<file path="config.mk">
export PLATFORM = sky130hd
export DESIGN_NAME = vga_timing_640_480
export DESIGN_NICKNAME = d
export VERILOG_FILES = /design/src/rtl/vga_timing_640_480.sv
export SDC_FILE = /design/constraint.sdc
export NUM_CORES = 1
export LEC_CHECK = 0
export CAP_MARGIN = 20
export CORE_MARGIN = 3
export CORE_UTILIZATION = 35
export DETAILED_ROUTE_END_ITERATION = 12
export PLACE_DENSITY = 0.61
export SYNTH_ARGS = -nofsm -noshare
export SYNTH_HDL_FRONTEND = slang
export SYNTH_SLANG_ARGS = --single-unit
</file>
<file path="constraint.sdc">
create_clock -name clk -period 2.65 [get_ports clk]
set_input_delay 0.3975 -clock clk [delete_from_list [all_inputs] [get_ports clk]]
set_output_delay 0.3975 -clock clk [all_outputs]
set_load 0.01 [all_outputs]
</file>
<file path="src/rtl/vga_timing_640_480.sv">
// VGA 640x480@60 raster timing: pixel-rate enable, h/v counters and sync/visible decodes.
// All outputs are decodes of the registered divider and h/v counters.
module vga_timing_640_480 #(
  parameter int unsigned DIV       = 4,
  parameter int unsigned H_VISIBLE = 640,
  parameter int unsigned H_FRONT   = 16,
  parameter int unsigned H_SYNC    = 96,
  parameter int unsigned H_BACK    = 48,
  parameter int unsigned V_VISIBLE = 480,
  parameter int unsigned V_FRONT   = 10,
  parameter int unsigned V_SYNC    = 2,
  parameter int unsigned V_BACK    = 33
) (
  input  logic       clk,
  input  logic       i_rst_n,
  input  logic       i_sclr,
  output logic       o_px_clk,
  output logic       o_hsync_en,
  output logic       o_vsync_en,
  output logic       o_haddr_en,
  output logic       o_vaddr_en,
  output logic [9:0] o_hidx,
  output logic [8:0] o_vidx,
  output logic       o_vga_hs,
  output logic       o_vga_vs,
  output logic       o_frame_start
);

  localparam int unsigned H_TOTAL = H_VISIBLE + H_FRONT + H_SYNC + H_BACK;
  localparam int unsigned V_TOTAL = V_VISIBLE + V_FRONT + V_SYNC + V_BACK;
  localparam int unsigned DIV_W   = (DIV > 1) ? $clog2(DIV) : 1;
  localparam int unsigned H_W     = 10;
  localparam int unsigned V_W     = 10;

  localparam logic [DIV_W-1:0] DIV_LAST     = DIV_W'(DIV - 1);
  localparam logic [H_W-1:0]   H_LAST       = H_W'(H_TOTAL - 1);
  localparam logic [V_W-1:0]   V_LAST       = V_W'(V_TOTAL - 1);
  localparam logic [H_W-1:0]   H_VIS_END    = H_W'(H_VISIBLE);
  localparam logic [V_W-1:0]   V_VIS_END    = V_W'(V_VISIBLE);
  localparam logic [H_W-1:0]   H_SYNC_START = H_W'(H_VISIBLE + H_FRONT);
  localparam logic [H_W-1:0]   H_SYNC_END   = H_W'(H_VISIBLE + H_FRONT + H_SYNC);
  localparam logic [V_W-1:0]   V_SYNC_START = V_W'(V_VISIBLE + V_FRONT);
  localparam logic [V_W-1:0]   V_SYNC_END   = V_W'(V_VISIBLE + V_FRONT + V_SYNC);

  logic [DIV_W-1:0] div_q, div_d;
  logic [H_W-1:0]   h_q, h_d;
  logic [V_W-1:0]   v_q, v_d;
  logic             px_c;
  logic             hsync_c, vsync_c, haddr_c, vaddr_c;

  assign px_c = (div_q == DIV_LAST);

  // Counter advance; clear overrides any pixel step on the same edge
  always_comb begin
    div_d = div_q;
    h_d   = h_q;
    v_d   = v_q;
    if (i_sclr) begin
      div_d = '0;
      h_d   = '0;
      v_d   = '0;
    end else begin
      div_d = px_c ? '0 : div_q + DIV_W'(1);
      if (px_c) begin
        if (h_q == H_LAST) begin
          h_d = '0;
          v_d = (v_q == V_LAST) ? '0 : v_q + V_W'(1);
        end else begin
          h_d = h_q + H_W'(1);
        end
      end
    end
  end

  always_ff @(posedge clk or negedge i_rst_n) begin
    if (!i_rst_n) begin
      div_q <= '0;
      h_q   <= '0;
      v_q   <= '0;
    end else begin
      div_q <= div_d;
      h_q   <= h_d;
      v_q   <= v_d;
    end
  end

  assign hsync_c = (h_q >= H_SYNC_START) && (h_q < H_SYNC_END);
  assign vsync_c = (v_q >= V_SYNC_START) && (v_q < V_SYNC_END);
  assign haddr_c = (h_q < H_VIS_END);
  assign vaddr_c = (v_q < V_VIS_END);

  assign o_px_clk      = px_c;
  assign o_hsync_en    = hsync_c;
  assign o_vsync_en    = vsync_c;
  assign o_haddr_en    = haddr_c;
  assign o_vaddr_en    = vaddr_c;
  // Indices are zeroed outside the visible area so v >= 512 never aliases into range
  assign o_hidx        = haddr_c ? h_q : '0;
  assign o_vidx        = vaddr_c ? v_q[8:0] : '0;
  assign o_vga_hs      = ~hsync_c;
  assign o_vga_vs      = ~vsync_c;
  assign o_frame_start = px_c && (h_q == '0) && (v_q == '0);

endmodule

</file>
==> impl_metrics.py <==
metrics = {
    "logic_synthesis": {
        "synth_edf_count": 0,
        "yosysMostFrequentCell": "dfrtp_1",
        "avgSynthCellArea_um2": 8.48,
        "synth_area_leaders": "dfrtp_1 38%, ha_1 5.1%, nor2_1 3.8%, and2_1 3.4%, and3_1 3.4%",
        "synth_cell_types": 43,
        "synth_commonest_cells": "22 x dfrtp_1, 15 x nor2_1, 12 x nand2_1",
        "synth_top_area_frac": 0.375,
        "syn_area_mm2": 0.00147,
        "ys_seq_area_frac": 0.375,
        "synthArstFlopShare": 1.00,
        "ys_ff_latch": 22,
        "synth_ff_type": "dfrtp_1",
        "syn-num-nets": 182,
        "yosys_warnings": 0,
        "synth_cells": 173,
        "synth_top_area_cell": "dfrtp_1",
    },
    "route": {
        "wl_met2_mm": 1.72,
        "met3_length_um": 164,
        "route.vias.total": 1389,
        "viasPerCell": 5.51,
        "highest_layer": "met4",
        "avgRoutedWirePerCell_um": 15.0,
        "initialDrtViolationCount": 82,
        "postRouteAntennaNets": 0,
        "drc": 0,
        "firstDrtPassIters": 5,
        "drt_wl_total_mm": 3.77,
        "m1WireLength_mm": 1.82,
    },
    "layout": {
        "diodes": 0,
        "layout-drive-gt1-share": 0.0931,
        "fin_nets": 215,
        "area_growth_pct": 29.1,
        "final_util": 0.492,
    },
    "global_routing": {
        "grt_pass1_wl_mm": 6.27,
        "antenna_found_initial": 0,
        "gr-total-overflow": 0,
        "grt_pass1_vias": 1301,
        "grt_use_total": 0.155,
        "grt_max_degree": 23,
    },
    "sta": {
        "setup_viol_count_final": 0,
        "finalSetupTns_ps": 0,
        "period_needed_ps": 2350,
        "rsz0062_at_grt": "false",
        "tightest_slew_ps": 439,
        "slew_headroom": 0.705,
        "max_freq_mhz": 425,
        "slew_viol_final": 0,
        "finalCritPeriodShare": 0.888,
        "setup_ws_ps": 298,
        "hold_viol_final": 0,
        "clock_skew_ps": 3.64,
    },
    "worst_setup_path": {
        "cp_cell_sequence": "and4_1, o2111ai_1, inv_1, clkdlybuf4s50_1",
        "cp_slowest_cell": "clkdlybuf4s50_1",
        "worst_setup_path_start_kind": "flop",
        "critPathTopFamily": "buffers and inverters",
        "cp.arrival_ps": 1950,
        "crit_buf_inv": 2,
        "cp_max_fo": 9,
        "critPathCaptureType": "primary output",
        "required_ps": 2250,
        "crit_type": "reg2out",
        "slowest_delay_ps": 530,
    },
    "floorplanning": {
        "coreArea_mm2": 0.00385,
        "start_util": 0.381,
        "die_h_um": 70.8,
        "die_w_um": 70.8,
        "num_io_pins": 30,
        "fp-row-count": 22,
        "dieArea_mm2": 0.00501,
    },
    "cts": {
        "clock-sinks": 22,
        "clk_pin_slew_worst_paths_ps": 80,
        "cts-root-buf": "clkbuf_8",
        "post-cts-setup-buffers": 0,
        "cts_hold_buf": 0,
        "cts_resized": 2,
        "cts_buffers": 3,
        "cts_max_path_buffers": 2,
        "h-tree-depth": 1,
        "insertion_delay_ps": 260,
        "tritoncts": "built",
    },
    "power_and_ir_drop": {
        "vdd_drop_max_v": 0.000195,
        "finalPower_uw": 602,
        "power_leakage_nw": 0.837,
        "power_density_mw_per_mm2": 318,
    },
    "place": {
        "dpl.hpwl_mm": 2.80,
        "preCtsSetupSlack_ps": 162,
        "place.gp.congestion": 0.867,
        "io_buffers": 29,
    },
    "run_status": {
        "run_status": "completed",
    },
    "min_path": {
        "hold_class": "reg2reg",
    },
    "flow_run": {
        "drv_cap": 0,
    },
}
==> final timing paths <==
check | start | endpoint | slack (ps) | cells past startpoint
setup / recovery | v_q[5]$_DFFE_PN0P_ | o_vsync_en | 300 | 4
hold / removal | div_q[0]$_DFF_PN0_ | div_q[0]$_DFF_PN0_ | 450 | 1
setup reg to reg | h_q[6]$_DFFE_PN0P_ | v_q[9]$_DFFE_PN0P_ | 450 | 4
hold reg to reg | div_q[0]$_DFF_PN0_ | div_q[0]$_DFF_PN0_ | 450 | 1
max in group asynchronous | i_rst_n | h_q[9]$_DFFE_PN0P_ | 1940 | 2
min in group asynchronous | i_rst_n | h_q[2]$_DFFE_PN0P_ | 480 | 2
==> cells by family (layout without fill, tap and decap cells) <==
kind of cell / after synthesis / count (layout) / synth area share
simple gates: 85 / 85 / 0.317
compound gates: 36 / 36 / 0.171
flops: 22 / 22 / 0.375
buf+inv: 19 / 50 / 0.0554
fa+ha+maj: 6 / 6 / 0.0511
xor+xnor: 4 / 4 / 0.0239
mux: 1 / 1 / 0.00682
==> state kept, by name, indices dropped and copies added (netlist names) <==
| register | count |
|---|---|
| v_q | 10 |
| div_q | 2 |
| h_q | 10 |
==> final cells by class <==
| type | count | area (um2) |
|---|---|---|
| clock buffer | 3 | 41.3 |
| timing repair buffer | 38 | 360 |
| tap | 48 | 60.1 |
| inverter | 9 | 33.8 |
| sequential | 22 | 551 |
| fill | 367 | 1960 |
| multi-input combinational | 132 | 848 |
==> metrics by stage <==
| step | instances | hold slack (ps) | cell area, um2 |
|---|---|---|---|
| after floorplan | 173 | 102 | 1470 |
| after global placement | 249 | 422 | 1840 |
| after detailed placement | 249 | 446 | 1840 |
| after CTS | 252 | 458 | 1890 |
| after global routing | 252 | 470 | 1890 |
| final | 252 | 449 | 1890 |
==> power by group <==
part | total, mW | switching [mW] | leakage (nW) | internal (mW)
clock | 0.209 | 0.107 | 0.0216 | 0.102
combinational | 0.0500 | 0.0285 | 0.511 | 0.0216
sequential | 0.343 | 0.00311 | 0.305 | 0.340
==> placed cells by master (no fill, tap or decap), drive strengths merged, types with 2 or more instances in the layout <==
cell type      count
dfrtp             22
xor2               4
and3               8
inv                9
nor4               2
nand3             10
buf                9
or3                3
nand4              5
a22o               3
o21ai              9
nor3               6
nor2b              5
clkdlybuf4s50     28
a21oi              7
nand2             12
and4               3
and2               8
clkbuf             3
ha                 6
nand2b             2
nor2              15
o211ai             4
o31ai              4
==> routing by layer <==
layer / vias up / global-route usage
met5: - / 0
met4: 0 / 0.0668
met3: 7 / 0.0341
met2: 38 / 0.230
met1: 655 / 0.217
li1: 689 / -
Power figures use the tool's default switching activity.
==> patch 1, RTL diff (same flow settings) <==
Set the parameter `DIV` to 8 (it was 4).
--- a/src/rtl/vga_timing_640_480.sv
+++ b/src/rtl/vga_timing_640_480.sv
@@ -1,7 +1,7 @@
 // VGA 640x480@60 raster timing: pixel-rate enable, h/v counters and sync/visible decodes.
 // All outputs are decodes of the registered divider and h/v counters.
 module vga_timing_640_480 #(
-  parameter int unsigned DIV       = 4,
+  parameter int unsigned DIV       = 8,
   parameter int unsigned H_VISIBLE = 640,
   parameter int unsigned H_FRONT   = 16,
   parameter int unsigned H_SYNC    = 96,
Check against the original RTL: not equivalent (a bounded check fails within 4 cycles, from zero or initial values and one cycle with i_rst_n low).
==> patch 1 against the unedited design <==
Cell area rose by 8.5%; synthesized cell count did not move; worst setup slack got worse by 120 ps; worst hold slack got worse by 19 ps; sequential share of layout area fell by 1.0 points; critical path depth did not move; area after synthesis rose by 10%; total power rose by 3.5%; routed wire length rose by 3.7%; sequential cell count rose by 1; maximum frequency fell by 4.8%; die area rose by 9.5%; first-iteration DRC count rose by 12%.
==> patch 1: results (changes against the unedited design) <==
number of global-route vias before repair: 1350 (+3.8%)
Pleak: 0.948 nW (+13%)
mux share of post-synthesis cell area: 0.00618 (-0.000643)
clock skew: 7.58 ps (+3.94 ps)
highest metal used: met4
Area contributors post-synth: dfrtp_1, ha_1, and3_1
metal3 WL: 163 um (-0.61%)
hold path cells: 1 (unchanged)
antenna violations before repair: 0 (unchanged)
H-Tree Level Count: 1 (unchanged)
Syn Nets: 183 (+0.55%)
# nets final: 223 (+3.7%)
register area share after synthesis: 0.355 (-0.0199)
Clock transition at path regs: 80 ps (about the same)
Post-Synth Adder-Cell Area: 0.0541 (+0.00290)
GR Util met3: 0.0365 (+0.00240)
number of antenna diodes: 0 (unchanged)
DP HPWL: 2950 um (+5.5%)
commonest cells in the netlist: dfrtp_1, nor2_1, and3_1
gr usage total: 0.160 (+0.00439)
biggest regs: h_q (10), v_q (10), div_q (3)
outcome: complete, no violations
WL per Instance: 14.8 um (-1.0%)
total iterations of the first detailed-routing run: 4 (-1)
metal2 WL: 1760 um (+2.1%)
Root Buffer Master: clkbuf_8
Synth Area in XOR/XNOR: 0.0378 (+0.0140)
total CTS buffers: 3 (unchanged)
pin count of the biggest net entering global routing: 24 (+4.3%)
via/cell ratio: 5.39 (-2.3%)
Yosys Warn Count: 0 (unchanged)
clk_lat worst skew: 270 ps
largest family of logic cells by synthesized area: simple AND/OR/NAND/NOR gates
synth unique cells: 49 (+14%)
gpl congestion: 0.798 (-8.0%)
Iteration-0 DRC Markers: 92 (+12%)
Crit path arrival time: 2070 ps (+120 ps)
share of layout cells above drive strength 1: 0.146 (+0.0531)
CP Max Fanout: 8 (-1)
IO Port Bufs: 29 (unchanged)
met2 Track Usage GR: 0.218 (-0.0121)
Met1 Wirelength: 1970 um (+8.7%)
CTS Buffer Depth: 2 (unchanged)
asr flop ratio synth: 1.00 (unchanged)
worst min-delay path class: flop to flop
relative slew slack: 0.635 (-0.0700)
grt met1 use: 0.253 (+0.0363)
Max rail drop VDD: 0.000336 V (+72%)
R2R depth: 7 (+3)
post-synthesis compound-gate area fraction: 0.123 (-0.0477)
first-pass GRT wire length: 6870 um (+9.6%)
-- patch 1: cell types whose count changed after synthesis, sizes merged, moves of 4 or more --
cell	before	now
clkbuf	8	1
a31oi	1	9
o21ai	9	5
buf	2	7
a21oi	7	2
nand3	10	5
and3	8	14
-- patch 1: metrics by stage --
step                      setup slack, ps  instances  power [mW]  cell area (um2)  utilization
after global placement                342        260       0.411             1990        0.451
after CTS                            38.8        264       0.631             2040        0.463
after floorplan                       573        173       0.391             1620            -
final                                 179        264       0.623             2050        0.465
after global routing                 65.0        264       0.656             2050        0.465
after detailed placement              315        260       0.412             1990        0.451
-- patch 1: area by class of cell --
type / count / area [um2]
fillers: 425 / 2360
flip-flops and latches: 23 / 576
clock buffers: 4 / 45.0
inverters: 10 / 37.5
repair buffers: 43 / 398
well taps: 52 / 65.1
multi-input cells: 132 / 933
-- patch 1: worst paths after layout --
| path | start | endpoint | slack, ps |
|---|---|---|---|
| setup / recovery | h_q[4] | o_hsync_en | 180 |
| hold / removal | div_q[0] | div_q[0] | 430 |
| setup reg to reg | div_q[0] | v_q[7] | 760 |
| hold reg to reg | div_q[0] | div_q[0] | 430 |
| max in group asynchronous | i_rst_n | v_q[3] | 1930 |
| min in group asynchronous | i_rst_n | h_q[8] | 490 |
-- patch 1: report_power, final --
part,internal (mW),switching [mW]
registers,0.356,0.00254
logic,0.0183,0.0272
clock network,0.107,0.112
total,0.481,0.142
-- patch 1: timing repair --
item / CTS / global route
endpoints found under the setup margin: 1 / 1
resized for setup: 1 / 2
setup buffers: 0 / 0
-- patch 1: worst max-delay path: stages (launching register included) --
cell and delay [ps]:
dfrtp_1 490, and3_2 250, or4_1 480, inv_1 70, clkdlybuf4s50_1 520
==> patch 2, RTL diff (same flow settings) <==
Made on the original files. Put a register stage on the output `o_frame_start`, cleared by the reset. The value now appears one clock later. The other outputs are not delayed to match.
--- a/src/rtl/vga_timing_640_480.sv
+++ b/src/rtl/vga_timing_640_480.sv
@@ -99,7 +99,13 @@
   assign o_vidx        = vaddr_c ? v_q[8:0] : '0;
   assign o_vga_hs      = ~hsync_c;
   assign o_vga_vs      = ~vsync_c;
-  assign o_frame_start = px_c && (h_q == '0) && (v_q == '0);
+  always_ff @(posedge clk or negedge i_rst_n) begin
+    if (!i_rst_n) begin
+      o_frame_start <= '0;
+    end else begin
+      o_frame_start <= px_c && (h_q == '0) && (v_q == '0);
+    end
+  end
 
 endmodule
 
Formal check against the unedited RTL: not equivalent (Yosys sat finds a counterexample within 4 cycles, from zero or initial values and one cycle with i_rst_n low).
==> patch 2 against the unedited design <==
Count of clock-buffer cells in the layout rose by 1; clock power grew 7%; area after synthesis rose by 3.8%; sequential power grew 9.0%; cell area decreased by 0.33%; worst setup slack got worse by 140 ps; clock skew increased by 0.87 ps; critical path depth unchanged; sequential cell count increased by 1; routed wire length shrank 0.90%; via count decreased by 1.9%; total power up 14%; critical endpoint is now o_vidx[2].
==> patch 2: results (changes against the unedited design) <==
clock skew: 4.51 ps (+0.874 ps)
capturing point of the worst reg2reg path: v_q[5]
metal2 WL: 1740 um (+1.2%)
Non-CTS buffers: 32 (-16%)
DP HPWL: 2730 um (-2.2%)
register area share after synthesis: 0.378 (+0.00256)
outcome: complete, no violations
CP Max Fanout: 8 (-1)
CP top delay family: simple AND/OR/NAND/NOR gates
sequential share of power: 0.543 (-0.027)
sequential standard cell area: 576 um2 (+4.5%)
Non-clock inverters: 8 (-1)
R2R Setup Slk: 780 ps (+330 ps)
R2R depth: 5 (+1)
clkbuf count: 4 (+1)
CP peak stage delay: 550 ps (+20 ps)
Syn Nets: 179 (-1.6%)
pre-CTS setup slack: 469 ps (+307 ps)
switching pwr: 177 uW (+27%)
FF+latch count, synth: 23 (+4.5%)
final non-filler cell total: 246 (-2.4%)
R2R Path Start: h_q[1]
Switching Share: 0.257 (+0.0261)
Critical path destination: o_vidx[2]
Area contributors post-synth: dfrtp_1, and2_1, ha_1
worst slew pin tran: 395 ps (-44.2 ps)
first-pass GRT wire length: 6490 um (+3.4%)
Max rail drop VDD: 0.000186 V (-4.6%)
Max Clock Freq: 0.401 GHz (-5.6%)
total iterations of the first detailed-routing run: 4 (-1)
patch 2: cell count changes after synthesis, moves of 2 or more:
cell | unedited run | this run
and2_1 | 8 | 16
o21ai_0 | 8 | 2
nand2_1 | 12 | 7
o21ai_1 | 1 | 6
and3_1 | 8 | 4
nor2_1 | 15 | 11
o31ai_1 | 3 | 0
a31o_1 | 0 | 2
clkbuf_1 | 7 | 5
nand4_1 | 5 | 7
patch 2: routing by layer:
layer  vias to the layer above  track usage
met5                         -            0
met4                         0       0.0605
met3                         6       0.0305
met2                        44        0.249
met1                       652        0.203
li1                        661            -
patch 2: cells by family (layout without fill, tap and decap cells):
| family | Yosys count | after routing | share of synthesized area |
|---|---|---|---|
| AOI/OAI and AO/OA | 34 | 34 | 0.156 |
| buffers and inverters | 18 | 44 | 0.0566 |
| adders and majority gates | 6 | 6 | 0.0493 |
| xor gates and xnor gates | 5 | 5 | 0.0287 |
| DFF | 23 | 23 | 0.378 |
| and+or+nand+nor | 84 | 84 | 0.332 |
